## src/rtl/bcd_timekeeper_scan.sv

```systemverilog
// bcd_timekeeper_scan: BCD time counter with load validation, alarm compare and multiplexed 7-segment scan with digit blink
module bcd_timekeeper_scan #(
  parameter int NUM_DIGITS = 4,
  parameter int TOP_MAX    = 59,
  parameter int SCAN_DIV   = 50000,
  parameter int BLINK_DIV  = 25000000
) (
  input  logic                    clk,
  input  logic                    resetn,
  input  logic                    tick,
  input  logic                    run,
  input  logic                    load,
  input  logic [4*NUM_DIGITS-1:0] load_val,
  input  logic [4*NUM_DIGITS-1:0] alarm_val,
  input  logic                    alarm_en,
  input  logic [NUM_DIGITS-1:0]   edit_sel,
  output logic [4*NUM_DIGITS-1:0] time_bcd,
  output logic                    wrap,
  output logic                    load_err,
  output logic                    alarm_hit,
  output logic [NUM_DIGITS-1:0]   anode,
  output logic [6:0]              seg
);
  localparam int NF = NUM_DIGITS / 2;
  localparam int SW = $clog2(SCAN_DIV + 1);
  localparam int BW = $clog2(BLINK_DIV + 1);
  localparam int IW = NUM_DIGITS > 1 ? $clog2(NUM_DIGITS) : 1;
  localparam logic [3:0] TOP_T = 4'(TOP_MAX / 10);
  localparam logic [3:0] TOP_U = 4'(TOP_MAX % 10);
  logic [4*NUM_DIGITS-1:0] inc_val;
  logic                    carry;
  logic                    load_ok;
  logic                    match;
  logic                    match_q;
  logic [SW-1:0]           scan_cnt;
  logic [BW-1:0]           blink_cnt;
  logic [IW-1:0]           idx;
  logic                    phase;
  logic [3:0]              digit;
  logic [6:0]              seg_d;
  // ripple increment across fields; carry out of the top field means full rollover
  always_comb begin
    inc_val = time_bcd;
    carry = 1'b1;
    for (int f = 0; f < NF; f++) begin
      if (carry) begin
        if (f == NF - 1 && time_bcd[8*f+4 +: 4] == TOP_T && time_bcd[8*f +: 4] == TOP_U)
          inc_val[8*f +: 8] = 8'h00;
        else if (time_bcd[8*f +: 4] == 4'd9) begin
          inc_val[8*f +: 4] = 4'd0;
          if (f != NF - 1 && time_bcd[8*f+4 +: 4] == 4'd5)
            inc_val[8*f+4 +: 4] = 4'd0;
          else begin
            inc_val[8*f+4 +: 4] = time_bcd[8*f+4 +: 4] + 4'd1;
            carry = 1'b0;
          end
        end else begin
          inc_val[8*f +: 4] = time_bcd[8*f +: 4] + 4'd1;
          carry = 1'b0;
        end
      end
    end
  end
  // a load is legal only if every digit is decimal and every field is within its range
  always_comb begin
    load_ok = 1'b1;
    for (int f = 0; f < NF; f++) begin
      if (load_val[8*f +: 4] > 4'd9 || load_val[8*f+4 +: 4] > 4'd9)
        load_ok = 1'b0;
      if (f == NF - 1)
        load_ok = load_ok && (int'(load_val[8*f+4 +: 4]) * 10 + int'(load_val[8*f +: 4]) <= TOP_MAX);
      else if (load_val[8*f+4 +: 4] > 4'd5)
        load_ok = 1'b0;
    end
  end
  // time register: load wins over tick, a rejected load leaves the time untouched
  always_ff @(posedge clk or negedge resetn) begin
    if (!resetn) begin
      time_bcd <= '0;
      wrap     <= 1'b0;
      load_err <= 1'b0;
    end else begin
      time_bcd <= load ? (load_ok ? load_val : time_bcd) : (tick && run ? inc_val : time_bcd);
      wrap     <= !load && tick && run && carry;
      load_err <= load && !load_ok;
    end
  end
  assign match = alarm_en && time_bcd == alarm_val;
  // alarm pulses on the rising edge of the enabled match
  always_ff @(posedge clk or negedge resetn) begin
    if (!resetn) begin
      match_q   <= 1'b0;
      alarm_hit <= 1'b0;
    end else begin
      match_q   <= match;
      alarm_hit <= match && !match_q;
    end
  end
  // scan slot counter: advance the active digit every SCAN_DIV cycles
  always_ff @(posedge clk or negedge resetn) begin
    if (!resetn) begin
      scan_cnt <= '0;
      idx      <= '0;
    end else if (scan_cnt == SW'(SCAN_DIV - 1)) begin
      scan_cnt <= '0;
      idx      <= idx == IW'(NUM_DIGITS - 1) ? '0 : idx + 1'b1;
    end else
      scan_cnt <= scan_cnt + 1'b1;
  end
  // blink phase toggles every BLINK_DIV cycles, starting visible
  always_ff @(posedge clk or negedge resetn) begin
    if (!resetn) begin
      blink_cnt <= '0;
      phase     <= 1'b1;
    end else if (blink_cnt == BW'(BLINK_DIV - 1)) begin
      blink_cnt <= '0;
      phase     <= ~phase;
    end else
      blink_cnt <= blink_cnt + 1'b1;
  end
  assign digit = time_bcd[{idx, 2'b00} +: 4];
  // seven-segment decode of the active digit, non-decimal codes blank
  always_comb begin
    case (digit)
      4'd0:    seg_d = 7'b0111111;
      4'd1:    seg_d = 7'b0000110;
      4'd2:    seg_d = 7'b1011011;
      4'd3:    seg_d = 7'b1001111;
      4'd4:    seg_d = 7'b1100110;
      4'd5:    seg_d = 7'b1101101;
      4'd6:    seg_d = 7'b1111101;
      4'd7:    seg_d = 7'b0000111;
      4'd8:    seg_d = 7'b1111111;
      4'd9:    seg_d = 7'b1101111;
      default: seg_d = 7'b0000000;
    endcase
  end
  // registered display drive; a selected digit goes dark during blink phase 0
  always_ff @(posedge clk or negedge resetn) begin
    if (!resetn) begin
      anode <= '1;
      seg   <= '0;
    end else begin
      anode <= edit_sel[idx] && !phase ? '1 : ~(NUM_DIGITS'(1) << idx);
      seg   <= seg_d;
    end
  end
endmodule
```

## config.mk

```make
export PLATFORM = sky130hd
export DESIGN_NAME = bcd_timekeeper_scan
export DESIGN_NICKNAME = d
export VERILOG_FILES = /design/src/rtl/bcd_timekeeper_scan.sv
export SDC_FILE = /design/constraint.sdc
export NUM_CORES = 1
export LEC_CHECK = 0
export CORE_ASPECT_RATIO = 0.7
export CORE_UTILIZATION = 40
export CTS_BUF_LIST = sky130_fd_sc_hd__clkbuf_16
export DETAILED_ROUTE_END_ITERATION = 8
export GPL_TIMING_DRIVEN = 0
export HOLD_SLACK_MARGIN = 0.12
export SLEW_MARGIN = 20
export SYNTH_ARGS = -nofsm -noshare
export SYNTH_HDL_FRONTEND = slang
export SYNTH_SLANG_ARGS = --single-unit
```

## constraint.sdc

```tcl
create_clock -name clk -period 4.6 [get_ports clk]
set_input_delay 0.69 -clock clk [delete_from_list [all_inputs] [get_ports clk]]
set_output_delay 0.69 -clock clk [all_outputs]
set_load 0.01 [all_outputs]
```

Word-level counts from Yosys, hierarchy flattened --
Memories as Yosys holds them, arrays and structs flattened. A register that Yosys moved wholly into a read port is not among the register bits. Index checks and enable logic that the tools add are counted.
Storage, ports and cells: flip-flop bits (word level) 68, ROM bits 112, output and inout bits 30, logic and storage cells 91, memories kept 1
Memory list:
- (no name shown) | depth 16, bits a word 7, read ports 1, clocked after memory_dff 1, wr ports 0, RTL line 124 | case (digit)
Cells by class: $add $sub $neg 8, multipliers 1, $lt $le $gt $ge 7, equality and inequality tests 9, shift-type cells 2, multiplexer cells 23, bitwise operators 2, reductions and logical operators 25
Operators by type and width (count):
- 16-bit two-way mux | 4
- 25-bit by 1-bit adder with 25-bit output, second input constant | 1
- 25-bit equality test, second input constant | 1
- 25-bit two-way mux | 1
- 4-bit two-way mux | 6
- 16-bit by 1-bit adder with 16-bit output, second input constant | 1
- 4-bit by 1-bit adder with 4-bit output, second input constant | 4
- 16-bit equality test | 1
- 16-bit equality test, second input constant | 1
- 4-bit > comparator, second input constant | 4
- 8-bit two-way mux | 2
- 16-bit by 5-bit variable part select with 4-bit output | 1
- 1-bit logical AND | 10
- 8-bit by 4-bit adder with 9-bit output | 1
- 9-bit by 6-bit less-or-equal comparator with 1-bit output, second input constant | 1
- 4-bit by 3-bit equality test with 1-bit output, second input constant | 2
- 4-bit equality test, second input constant | 2
- 1-bit two-way mux | 8
- 4-bit by 3-bit multiplier with 7-bit output, second input constant | 1
- 3-bit AND reduction | 2
- 2-bit nonzero test | 3
- 1-bit logical NOT | 5
- 4-bit by 3-bit > comparator with 1-bit output, second input constant | 1
- 4-bit NOT | 1
- other kinds (12) | 13

Logic depth before layout (Yosys ltp) --
Gate-level depths: netlist of run 1.
depth in word-level cells 8, depth in mapped cells 11, mapped depth without buffers 10

Worst setup path after synthesis of run 1 --
No wires, ideal clock.
path type input to register, start point input load_val[13], end point register time_bcd[1], library setup time 0.126 ns, arrival time 3.003 ns, required time 4.474 ns, slack 1.471 ns, stages 10, path buffers 0, path through ha_1 > ha_1 > inv_1 > fa_1 > nand2b_1 > a2111o_1 > mux2i_1 > o21ai_2 > and2_4 > a221o_1
Between the ends: cells in the longest elaborated chain, start to end 6
RTL lines:
- start, declared | RTL line 13 | input logic [4*NUM_DIGITS-1:0] load_val,
- 4-bit by 3-bit multiplier with 7-bit output / 4-bit > comparator (equally long branches) | RTL line 71, 68
- 8-bit by 4-bit adder with 9-bit output / 1-bit logical OR (equally long branches) | RTL line 71, 68
- 9-bit by 6-bit less-or-equal comparator with 1-bit output / 1-bit two-way mux (equally long branches) | RTL line 71, 68
- 1-bit logical AND (*) | RTL line 71 | load_ok = load_ok && (int'(load_val[8*f+4 +: 4]) * 10 + int'(load_val[8*f +: 4]) <= TOP_MAX);
- 2-bit by 1-bit inequality test with 1-bit output (no source line) (*)
- 2-bit AND reduction (no source line) (*)
- end signal, assigned | RTL line 83 | time_bcd <= load ? (load_ok ? load_val : time_bcd) : (tick && run ? inc_val : time_bcd);
- end, declared | RTL line 17 | output logic [4*NUM_DIGITS-1:0] time_bcd,
Every way passes the cells marked *; elsewhere a longest branch is shown, timed or not. A chain may end at the register's enable or synchronous reset.

Final worst setup path of run 1 --
Ends and elaborated chain as after synthesis.

==> impl_metrics.csv, run 1 <==
group,metric,value,unit
outcome,status,"complete, no violations",
timing,hold_viol_final,0,
cts,cts_resized,0,
placement,numPortBuffers,70,
global_route,grt_pass1_wl,18.2,mm
synth,synthArstFlopShare,1.00,
die,die-width,127,um
worst_setup_path,rrSetupSlack,2.28,ns
worst_setup_path,crit_required,4.81,ns
synth,synth_top_cell_area_share,0.402,
synth,synth_cell_types,60,
global_route,first_global_vias,3491,
cells_and_area,most-common-layout-cells,"dfrtp_1 (70), clkdlybuf4s50_1 (69), nor2_1 (41), nand2_1 (39), xnor2_1 (29)",
worst_setup_path,crit_path_end_kind,"flop",
synth,avgSynthCellArea,9.82,um^2
timing,fmax,266,MHz
cts,clk_latency,0.33,ns
cts,tritoncts,"done",
worst_setup_path,cp-endpoint,"time_bcd[1]$_DFFE_PN0P_",
timing,setup_slack,0.835,ns
cells_and_area,fin_util,0.525,
synth,ys_seq_area_frac,0.432,
cells_and_area,final_nets,591,
pwr,p_total,2.17,mW
routing,vias,3626,
timing,setup_viol,0,
flow_run,maxCapViolCount,0,
cells_and_area,diodes,0,
pwr,p_leak,2.36,nW
synth,ys_ff_latch,75,
synth,syn_nets,509,
die,initial_core_util,0.416,
placement,gp_congestion,0.863,
die,core_area,10500,um^2
synth,synthCells,444,
routing,routed_via_density,5.47,
cts,clk_pin_slew,0.06,ns
cells_and_area,final_common_cell,"dfrtp_1",
cts,h-tree-depth,3,
global_route,grt_util_all_layers,0.212,
timing,setup_tns,0,ns
synth,synth_ff_type,"dfrtp_1",
worst_setup_path,cp-start-kind,"input pin",
timing,rsz0062_at_grt,"false",
synth,synth_warnings,0,
placement,place_ws,0.524,ns
worst_setup_path,r2r_start,"time_bcd[2]$_DFFE_PN0P_",
timing,skew,0.0104,ns
global_route,gr-total-overflow,0,
worst_setup_path,startpoint,"load_val[13]",
synth,synth_area_leaders,"dfrtp_1 (40%), ha_1 (6.0%), xnor2_1 (5.8%), xor2_1 (5.0%), nor2_1 (3.5%)",
worst_setup_path,cp.arrival,3.97,ns
routing,drt-initial-drc-count,236,
die,die-area,11300,um^2
cells_and_area,final_layout_size_suffix_gt1_frac,0.0810,
global_route,grt_max_degree,39,
die,num_rows,31,
timing,min_period_over_period,0.818,
cts,cts_hold_buf,0,
placement,place.detailed.hpwl,8.36,mm
pwr,peakVddDrop,278,uV
worst_setup_path,r2r_end,"time_bcd[12]$_DFFE_PN0P_",
cells_and_area,area_delta_synth_final,26.2,%
placement,placed_area,5240,um^2
die,die_h,89.4,um
timing,maxSlewViolCount,0,
cts,cts_setup_buffers,0,
routing,routed_wl,11.2,mm
die,ios,72,
cts,numCtsBuffers,9,
worst_setup_path,crit_fanout,9,
timing,relSlewSlack,0.567,
global_route,antenna_found_initial,0,
hold_path,min_path_type,"in -> async",
routing,dr.pass1.iters,4,
synth,netlist_area,4360,um^2
worst_setup_path,path_class,"in -> reg",
synth,synth_edf_count,0,
timing,fin_crit,3.77,ns
cts,cts.path.max_buffers,2,
pwr,power_density,395,nW/um^2
cts,clkSinkCount,75,
timing,tightest_slew,0.644,ns
worst_setup_path,reg2reg_depth,6,
cts,cts_root_buf,"clkbuf_16",
routing,final_antenna_net_count,0,
synth,synth_area_leader_cell,"dfrtp_1",
cells_and_area,finalInstanceArea,5500,um^2
routing,wl_per_cell,16.9,um
routing,route.detailed.drc,0,
## cell usage after synthesis, types with 2 or more instances
cell / count
a21oi_1: 16
xor2_1: 25
nor3_1: 9
nor2b_1: 5
o22ai_1: 3
o31ai_1: 2
clkbuf_1: 9
a221oi_1: 2
o211ai_1: 4
ha_1: 21
fa_1: 2
mux4_2: 5
o221a_2: 3
dfstp_2: 5
nor2_1: 41
and2_1: 5
nand4b_1: 2
a21o_1: 4
a31oi_1: 2
or3_1: 3
nand2b_1: 7
nand3_1: 25
xnor2_1: 29
and3_1: 9
nor4b_1: 2
a2111oi_0: 2
buf_2: 6
a211oi_1: 2
a221o_1: 2
nand4_1: 8
nand2_1: 39
nand3b_1: 2
dfrtp_1: 70
and4_1: 3
inv_1: 20
o21ai_0: 18
mux2i_1: 2
o21bai_1: 2
nor4_1: 5
nor3_2: 3
## how the worst min path moves through the flow
stage	startpoint	end
floorplan	match_q$_DFF_PN0_	alarm_hit$_DFF_PN0_
global placement	match_q$_DFF_PN0_	alarm_hit$_DFF_PN0_
detailed placement	match_q$_DFF_PN0_	alarm_hit$_DFF_PN0_
CTS	resetn	time_bcd[1]$_DFFE_PN0P_
global route	resetn	time_bcd[1]$_DFFE_PN0P_
finish	resetn	time_bcd[1]$_DFFE_PN0P_
## metrics by stage
step,std cells,hold slack (ns)
after floorplan,444,0.378
after global placement,646,0.407
after detailed placement,647,0.401
after CTS,663,0.345
after global routing,663,0.356
final,663,0.322
## cell type report
cell class,count,area (um^2)
sequential,75,1880
tap,132,165
timing repair buffer,71,718
clock inverter,7,32.5
fill,983,4970
multi-input combinational,334,2340
buffer,15,63.8
inverter,20,75.1
clock buffer,9,225
## critical path: stages
cell,delay (ns)
clkdlybuf4s50_1,0.69
ha_1,0.30
ha_1,0.24
inv_1,0.08
fa_1,0.44
nand2b_1,0.18
a2111o_1,0.34
mux2i_1,0.21
o21ai_2,0.22
and2_4,0.24
a221o_1,0.35
## layer usage
layer	GRT usage	vias up	wire, um
met5	0	-	0
met4	0.0552	0	113
met3	0.0640	12	904
met2	0.303	129	4500
met1	0.311	1751	5690
li1	-	1734	-
## power by group
part	internal, mW	total, mW	switching [mW]	leakage (nW)
clock network	0.355	0.621	0.265	0.140
registers	0.737	0.845	0.108	0.945
logic	0.355	0.705	0.351	1.27
## cells by family (layout without fill, tap and decap cells)
kind of cell	count (synthesis)	after routing	share of synthesized area
xor+xnor	54	54	0.108
mux	8	8	0.0330
fa+ha+maj	23	23	0.0694
simple gates	176	176	0.208
compound gates	73	73	0.117
buf+inv	35	122	0.0319
flops	75	75	0.432
## registers in the layout, indices dropped and copies added, names as in the netlist
| name | count |
|---|---|
| phase | 1 |
| match_q | 1 |
| wrap | 1 |
| seg | 7 |
| blink_cnt | 25 |
| idx | 2 |
| anode | 4 |
| alarm_hit | 1 |
| load_err | 1 |
| scan_cnt | 16 |
| time_bcd | 16 |
Note: power is estimated with default switching activity, not from simulation.
==> run 2, diff against run 1 <==
==> constraint.sdc (replaced) <==
create_clock -name clk -period 3.95 [get_ports clk]
set_input_delay 0.5925 -clock clk [delete_from_list [all_inputs] [get_ports clk]]
set_output_delay 0.5925 -clock clk [all_outputs]
set_load 0.01 [all_outputs]
==> results of run 2 <==
The final DEF is identical to that of run 1. Status: complete, no violations.
Main changes from that run: setup slack after placement 0.524 ns -> -0.0280 ns; setup slack after layout 0.835 ns -> 0.282 ns; hold slack 0.322 ns -> 0.225 ns; register-to-register setup slack 2.28 ns -> 1.63 ns; total power 2.17 mW -> 2.53 mW; worst IR drop on VDD 278 uV -> 324 uV
